[src/rtl/ysyx_pkg.sv]
// rtl/ysyx_pkg.sv - shared sequencer states and reset constants for the ysyx core
package ysyx_pkg;

    typedef enum logic [2:0] {
        ST_FETCH = 3'd0,
        ST_IWAIT = 3'd1,
        ST_EXEC  = 3'd2,
        ST_MREQ  = 3'd3,
        ST_MWAIT = 3'd4,
        ST_WB    = 3'd5,
        ST_HALT  = 3'd6
    } state_t;

    localparam logic [31:0] NOP_INST         = 32'h0000_0013;
    localparam logic [31:0] DEFAULT_RESET_PC = 32'h8000_0000;

endpackage

[src/rtl/ysyx_perf_cnt.sv]
// rtl/ysyx_perf_cnt.sv - free-running cycle and retired-instruction counter pair
module ysyx_perf_cnt #(
    parameter int CNT_W = 64
) (
    input  logic             clk,
    input  logic             rst_n,
    input  logic             cycle_en,
    input  logic             retire,
    output logic [CNT_W-1:0] cycle_cnt,
    output logic [CNT_W-1:0] instret_cnt
);

    always_ff @(posedge clk or negedge rst_n) begin
        if (!rst_n) begin
            cycle_cnt   <= '0;
            instret_cnt <= '0;
        end else begin
            if (cycle_en) cycle_cnt <= cycle_cnt + CNT_W'(1);
            if (retire)   instret_cnt <= instret_cnt + CNT_W'(1);
        end
    end

endmodule

[src/rtl/ysyx_step_ctrl.sv]
// rtl/ysyx_step_ctrl.sv - handshake-driven multi-cycle sequencer; YSYX_STEP_PERF_EN adds perf counters
module ysyx_step_ctrl
    import ysyx_pkg::*;
#(
    parameter int               WIDTH    = 32,
    parameter logic [WIDTH-1:0] RESET_PC = WIDTH'(DEFAULT_RESET_PC)
`ifdef YSYX_STEP_PERF_EN
    , parameter int             CNT_W    = 64
`endif
) (
    input  logic             clk,
    input  logic             rst_n,
    output logic             ifu_req_valid,
    input  logic             ifu_req_ready,
    output logic [WIDTH-1:0] ifu_addr,
    input  logic             ifu_resp_valid,
    input  logic [31:0]      ifu_resp_inst,
    input  logic             ifu_resp_err,
    output logic [31:0]      inst,
    input  logic             dec_mem_re,
    input  logic             dec_mem_we,
    input  logic             dec_rd_we,
    input  logic             dec_csr_we,
    input  logic             dec_halt,
    input  logic [WIDTH-1:0] pc_next,
    output logic             lsu_req_valid,
    input  logic             lsu_req_ready,
    output logic             lsu_req_we,
    input  logic             lsu_resp_valid,
    input  logic             lsu_resp_err,
    output logic [WIDTH-1:0] pc,
    output logic             rf_we,
    output logic             csr_we,
    output logic             commit,
    output logic             halted,
    output logic             fault
`ifdef YSYX_STEP_PERF_EN
    , output logic [CNT_W-1:0] cycle_cnt,
    output logic [CNT_W-1:0] instret_cnt
`endif
);

    state_t state;

    // Request valids are pure state decodes so a request is up in the very first cycle after reset.
    assign ifu_req_valid = (state == ST_FETCH);
    assign lsu_req_valid = (state == ST_MREQ);
    assign ifu_addr      = pc;

    always_ff @(posedge clk or negedge rst_n) begin
        if (!rst_n) begin
            state      <= ST_FETCH;
            pc         <= RESET_PC;
            inst       <= NOP_INST;
            lsu_req_we <= 1'b0;
            rf_we      <= 1'b0;
            csr_we     <= 1'b0;
            commit     <= 1'b0;
            halted     <= 1'b0;
            fault      <= 1'b0;
        end else begin
            commit <= 1'b0;
            rf_we  <= 1'b0;
            csr_we <= 1'b0;
            case (state)
                ST_FETCH: begin
                    if (ifu_req_ready) state <= ST_IWAIT;
                end
                ST_IWAIT: begin
                    if (ifu_resp_valid) begin
                        inst <= ifu_resp_inst;
                        if (ifu_resp_err) begin
                            fault  <= 1'b1;
                            halted <= 1'b1;
                            state  <= ST_HALT;
                        end else begin
                            state <= ST_EXEC;
                        end
                    end
                end
                ST_EXEC: begin
                    if (dec_halt) begin
                        halted <= 1'b1;
                        state  <= ST_HALT;
                    end else if (dec_mem_re || dec_mem_we) begin
                        lsu_req_we <= dec_mem_we;
                        state      <= ST_MREQ;
                    end else begin
                        commit <= 1'b1;
                        rf_we  <= dec_rd_we;
                        csr_we <= dec_csr_we;
                        state  <= ST_WB;
                    end
                end
                ST_MREQ: begin
                    if (lsu_req_ready) state <= ST_MWAIT;
                end
                ST_MWAIT: begin
                    if (lsu_resp_valid) begin
                        if (lsu_resp_err) begin
                            fault  <= 1'b1;
                            halted <= 1'b1;
                            state  <= ST_HALT;
                        end else begin
                            // Decode is still driven by the held inst; a store never writes rd.
                            commit <= 1'b1;
                            rf_we  <= dec_rd_we & ~dec_mem_we;
                            csr_we <= dec_csr_we;
                            state  <= ST_WB;
                        end
                    end
                end
                ST_WB: begin
                    pc         <= pc_next;
                    lsu_req_we <= 1'b0;
                    state      <= ST_FETCH;
                end
                ST_HALT: begin
                    state <= ST_HALT;
                end
                default: begin
                    state <= ST_FETCH;
                end
            endcase
        end
    end

`ifdef YSYX_STEP_PERF_EN
    ysyx_perf_cnt #(
        .CNT_W(CNT_W)
    ) u_perf_cnt (
        .clk        (clk),
        .rst_n      (rst_n),
        .cycle_en   (state != ST_HALT),
        .retire     (commit),
        .cycle_cnt  (cycle_cnt),
        .instret_cnt(instret_cnt)
    );
`endif

endmodule

[config.mk]
export PLATFORM = sky130hd
export DESIGN_NAME = ysyx_step_ctrl
export DESIGN_NICKNAME = d
export VERILOG_FILES = /design/src/rtl/ysyx_pkg.sv /design/src/rtl/ysyx_perf_cnt.sv /design/src/rtl/ysyx_step_ctrl.sv
export SDC_FILE = /design/constraint.sdc
export NUM_CORES = 1
export LEC_CHECK = 0
export ABC_AREA = 1
export CORE_UTILIZATION = 35
export DETAILED_ROUTE_END_ITERATION = 6
export PLACE_DENSITY = 0.76
export SETUP_SLACK_MARGIN = 0.15
export SYNTH_ARGS = -nofsm -noshare
export SYNTH_HDL_FRONTEND = slang
export SYNTH_SLANG_ARGS = --single-unit
[constraint.sdc]
create_clock -name clk -period 1.35 [get_ports clk]
set_input_delay 0.405 -clock clk [delete_from_list [all_inputs] [get_ports clk]]
set_output_delay 0.405 -clock clk [all_outputs]
set_load 0.05 [all_outputs]
Word level (Yosys, flattened, before mapping)

Index checks and enable logic that the tools add are counted.

Register bits after elaboration: 73
Output and inout port bits: 104
Word-level logic and storage cells: 70

Equality and inequality tests: 15
Multiplexer cells: 34
Bitwise operators: 2
Reduce and logical (&&, ||, !) cells: 10

Operator list:

| cell                                                                     | count |
|---|---|
| 3-bit 2-to-1 mux                                                         | 7 |
| 1-bit 2-to-1 mux                                                         | 19 |
| 3-bit one-hot mux with 6 select lines                                    | 1 |
| 2-bit inequality test (second input constant)                            | 7 |
| 1-bit one-hot mux with 2 select lines                                    | 5 |
| 3-bit equality test (second input constant)                              | 3 |
| 3-bit by 2-bit equality test with 1-bit output (second input constant)   | 2 |
| 6-bit AND reduction                                                      | 1 |
| 5-bit AND reduction                                                      | 1 |
| 2-bit by 1-bit inequality test with 1-bit output (second input constant) | 2 |
| 4-bit AND reduction                                                      | 1 |
| 2-bit nonzero test                                                       | 2 |
| 3-bit by 1-bit equality test with 1-bit output (second input constant)   | 1 |
| 3-bit logical NOT                                                        | 1 |
| 1-bit one-hot mux with 3 select lines                                    | 1 |
| 3-bit AND reduction                                                      | 1 |
| 3-bit nonzero test                                                       | 1 |
| 2-bit 2-to-1 mux                                                         | 1 |
| 2-bit AND reduction                                                      | 1 |
| 1-bit bitwise AND                                                        | 1 |
| 1-bit logical OR                                                         | 1 |
| 1-bit inverter                                                           | 1 |

Depth between registers and ports, before layout

Depth after elaboration: 5
Depth in mapped cells: 9

Worst setup path after synthesis

No wires, ideal clock.

Kind: register to register
Start: reg state[1]
End: reg state[0]
Setup time: 0.123 ns
Arrival time: 1.636 ns
Required time: 1.227 ns
Path slack: -0.409 ns
Cell stages (with the launch flop): 8
Buffers on the path: 0
Clock period less this slack: 1.759 ns
Cells stage by stage: dfrtp_1 nand2_1 nor2_1 nand2_1 nand2_1 nor2_1 nand2_1 nand2_1

Cells in the longest elaborated chain, start to end: 3
Elaborated cells on any way between the ends: 12
Classes of those cells: eq/ne (9); mux (1); reduce/logical (2)

Ends and longest elaborated chain:

| element                                                    | line                 | source |
|---|---|---|
| from (decl)                                                | ysyx_step_ctrl.sv:43 | `state_t state;` |
| from (signal assigned)                                     | ysyx_step_ctrl.sv:52 | `state <= ST_FETCH;` |
| from (signal assigned)                                     | ysyx_step_ctrl.sv:67 | `if (ifu_req_ready) state <= ST_IWAIT;` |
| from (signal assigned)                                     | ysyx_step_ctrl.sv:75 | `state <= ST_HALT;` |
| 3-bit by 2-bit equality test with 1-bit output (*)         | n/a                  |  |
| named net lsu_req_valid                                    | ysyx_step_ctrl.sv:26 | `output logic lsu_req_valid,` |
| 2-bit by 1-bit inequality test with 1-bit output (no line) | n/a                  |  |
| 4-bit AND reduction (no line)                              | n/a                  |  |

Mark *: on every way through the listed nets, which the timed path passes. The rest lies on a longest branch.
A chain may end at the register's enable or synchronous reset.

Worst setup path after layout

Start: reg state[1]
End: out ifu_req_valid

Cells in the longest elaborated chain, start to end: 1

Ends and longest elaborated chain:

| element           | line                 | source |
|---|---|---|
| 3-bit logical NOT | ysyx_step_ctrl.sv:46 | `assign ifu_req_valid = (state == ST_FETCH);` |
| to (decl)         | ysyx_step_ctrl.sv:13 | `output logic ifu_req_valid,` |

No other way between the ends.

==> out/metrics.yaml <==
clock_tree:
  cts.sinks: 73
  root_buffer: "clkbuf_8"
  cts_tree: "done"
  path_clk_slew_ns: 0.08
  numCtsBuffers: 9
  clock_path_buffers: 2
  htree_levels: 3
  clock_latency_ns: 0.33
critical_path:
  startpoint: "state[1]"
  worstPathArrival_ns: 1.22
  rr_worst_depth: 7
  cp_max_fo: 3
  rrSetupSlack_ns: -0.21
  r2r-end: "ifu_addr[13]"
  reg2reg_from: "state[0]"
  critical_path_class: "flip-flop to output pin"
  critical_path.endpoint: "ifu_req_valid"
  cp_data_required_time_ns: 0.95
  crit_path_end_kind: "output pin"
  cp-start-kind: "flip-flop"
cells_and_area:
  multi_input_area_sq_mm: 0.00154
  drive_gt1_share_pct: 61.2
  layout_commonest_cell: "buf_12"
  regArea_sq_mm: 0.00188
  syn2layout_area_growth_pct: 128
  design_area_sq_mm: 0.00756
  final_cell_mix: "buf_12, clkdlybuf4s50_1, nand2_1"
  diodes: 0
  fillers: 483
  nets: 626
drt:
  firstDrtPassIters: 4
  antenna_left: 0
  drc_errors: 0
  wl_um: 12600
  wl_per_cell_um: 19.0
  vias_per_cell: 4.95
  num_vias: 3290
  drt_iter0_markers: 128
synthesis:
  yosys_register_bits: 73
  synth-xor-area-share_pct: 0
  synth_top_family_by_area: "simple AND/OR/NAND/NOR gates"
  synth_edf_count: 0
  synth-async-reset-ratio_pct: 100
  syn_inst: 329
  synth_fa_ha_area_share_pct: 0
  synth-compound-area-share_pct: 1.13
  syn_area_sq_mm: 0.00331
  postSynthNetCount: 406
  synthMuxAreaShare_pct: 10.9
  synthSimpleGateAreaFrac_pct: 20.1
  ys_seq_area_share_pct: 55.3
  syn_area_per_cell_sq_um: 10.1
  synth_ff_type: "dfrtp_1"
  ys_types: 22
  yosysWarningCount: 0
die:
  initial_core_util_pct: 36.0
  coreArea_sq_mm: 0.00920
  die_x_um: 99.3
  dieArea_sq_mm: 0.00985
  die_y_um: 99.3
  num_rows: 35
  pin_count: 181
grt:
  antenna_found_initial: 0
  grt_overflow: 0
  grt_pass1_vias: 3288
  grt_pass1_wl_um: 18600
  grt_max_degree: 74
  grtUsageTotal_pct: 24.7
power:
  powerDensity_mw_per_mm2: 3240
  ir_drop_v: 0.00151
  power_leakage_nw: 3.55
sta:
  min_period_ns: 1.62
  slew_violations: 0
  timing.fmax_mhz: 617
  slew_headroom_pct: 72.1
  period_share_pct: 120
  setup_viol: 103
  layout_setup_ws_ns: -0.271
  finClkSkew_ns: 0.00676
  fin_setup_tns_ns: -9.28
  final_hold_viol_count: 0
  tightest_slew_ns: 0.419
  grt_setup_unrepaired: "yes"
outcome:
  violations: "setup timing"
  status: "complete, but fails checks"
hold_path:
  hold_class: "input port to asynchronous set/reset pin"
place:
  placed_area_sq_mm: 0.00619
  portBuffers: 180
  place_hpwl_um: 7110
  place.gp.congestion: 0.883
run:
  cap_violations: 0
==> worst min path at each step <==
stage / startpoint / to / slack (ns) / depth (start not counted)
after global placement: rst_n / ifu_addr[26] / 0.45 / 2
after global routing: rst_n / ifu_addr[28] / 0.1 / 2
after floorplan: rst_n / commit / 0.11 / 0
after CTS: rst_n / ifu_addr[28] / 0.09 / 2
after detailed placement: rst_n / ifu_addr[28] / 0.46 / 2
final: rst_n / ifu_addr[27] / 0.06 / 2
==> logic make-up (layout without fill, tap and decap cells) <==
logic type,after synthesis,count (layout)
AO/OA/AOI/OAI,7,7
buffers and inverters,63,285
flip-flops,73,73
multiplexers,32,32
AND/OR/NAND/NOR,154,157
==> worst max-delay path, cell delays in order (launching register included) <==
cell,delay [ns]
dfrtp_2,0.44
nor2_4,0.14
nand2_2,0.09
clkinvlp_4,0.09
buf_12,0.13
==> per-layer routing <==
metal  global-route usage [%]  routed length (um)  up-vias
met3                     6.54                 825       10
met1                     28.4                4750     1655
met2                     45.8                6950      158
li1                         -                   -     1467
met5                        0                   0        -
met4                     5.66                 104        0
==> report_power, final <==
group	switching, mW	internal, mW
logic	8.47	8.84
registers	1.62	3.34
clock network	0.839	1.42
==> per-stage QoR <==
| stage | hold WS, ns | utilization [%] | setup slack (ns) | total power, mW | instances |
|---|---|---|---|---|---|
| global route | 0.0970 | 82.2 | -0.323 | 25.4 | 665 |
| detailed placement | 0.456 | 67.3 | -0.248 | 19.1 | 590 |
| finish | 0.0572 | 82.2 | -0.271 | 24.5 | 665 |
| global placement | 0.447 | 67.3 | -0.196 | 18.8 | 590 |
| floorplan | 0.109 | - | 0.0552 | 12.0 | 329 |
| CTS | 0.0917 | 78.3 | -0.253 | 23.4 | 640 |
==> cell usage after synthesis (3+ instances only) <==
cell type / count / area share (%)
buf_2: 3 / 0.45
buf_4: 33 / 7.5
buf_6: 7 / 2.4
clkbuf_1: 4 / 0.45
dfrtp_1: 69 / 52
dfstp_2: 4 / 3.2
inv_1: 14 / 1.6
mux2_2: 30 / 10
nand2_1: 94 / 11
nand3_1: 40 / 6.0
nor2_1: 13 / 1.5
o21ai_0: 3 / 0.45
==> registers in the layout (all words and copies together) (netlist names) <==
signal and cells:
commit 1, csr_we 1, fault 1, halted 1, ifu_addr 32, inst 32, lsu_req_we 1, rf_we 1
state 3
==> area by class of cell <==
class / instances / area share, %
timing repair buffer: 253 / 48.6
sequential: 73 / 24.8
multi-input combinational: 196 / 20.3
tap: 111 / 1.84
clock buffer: 11 / 1.74
clock inverter: 5 / 1.69
inverter: 16 / 1.04
==> timing repair <==
item	CTS	global route
hold buffers	0	0
resized for setup	94	47
setup endpoints to repair	177	177
gates cloned	9	0
pin swaps	19	9
setup buffers	25	25
(Power assumes the default switching activity.)
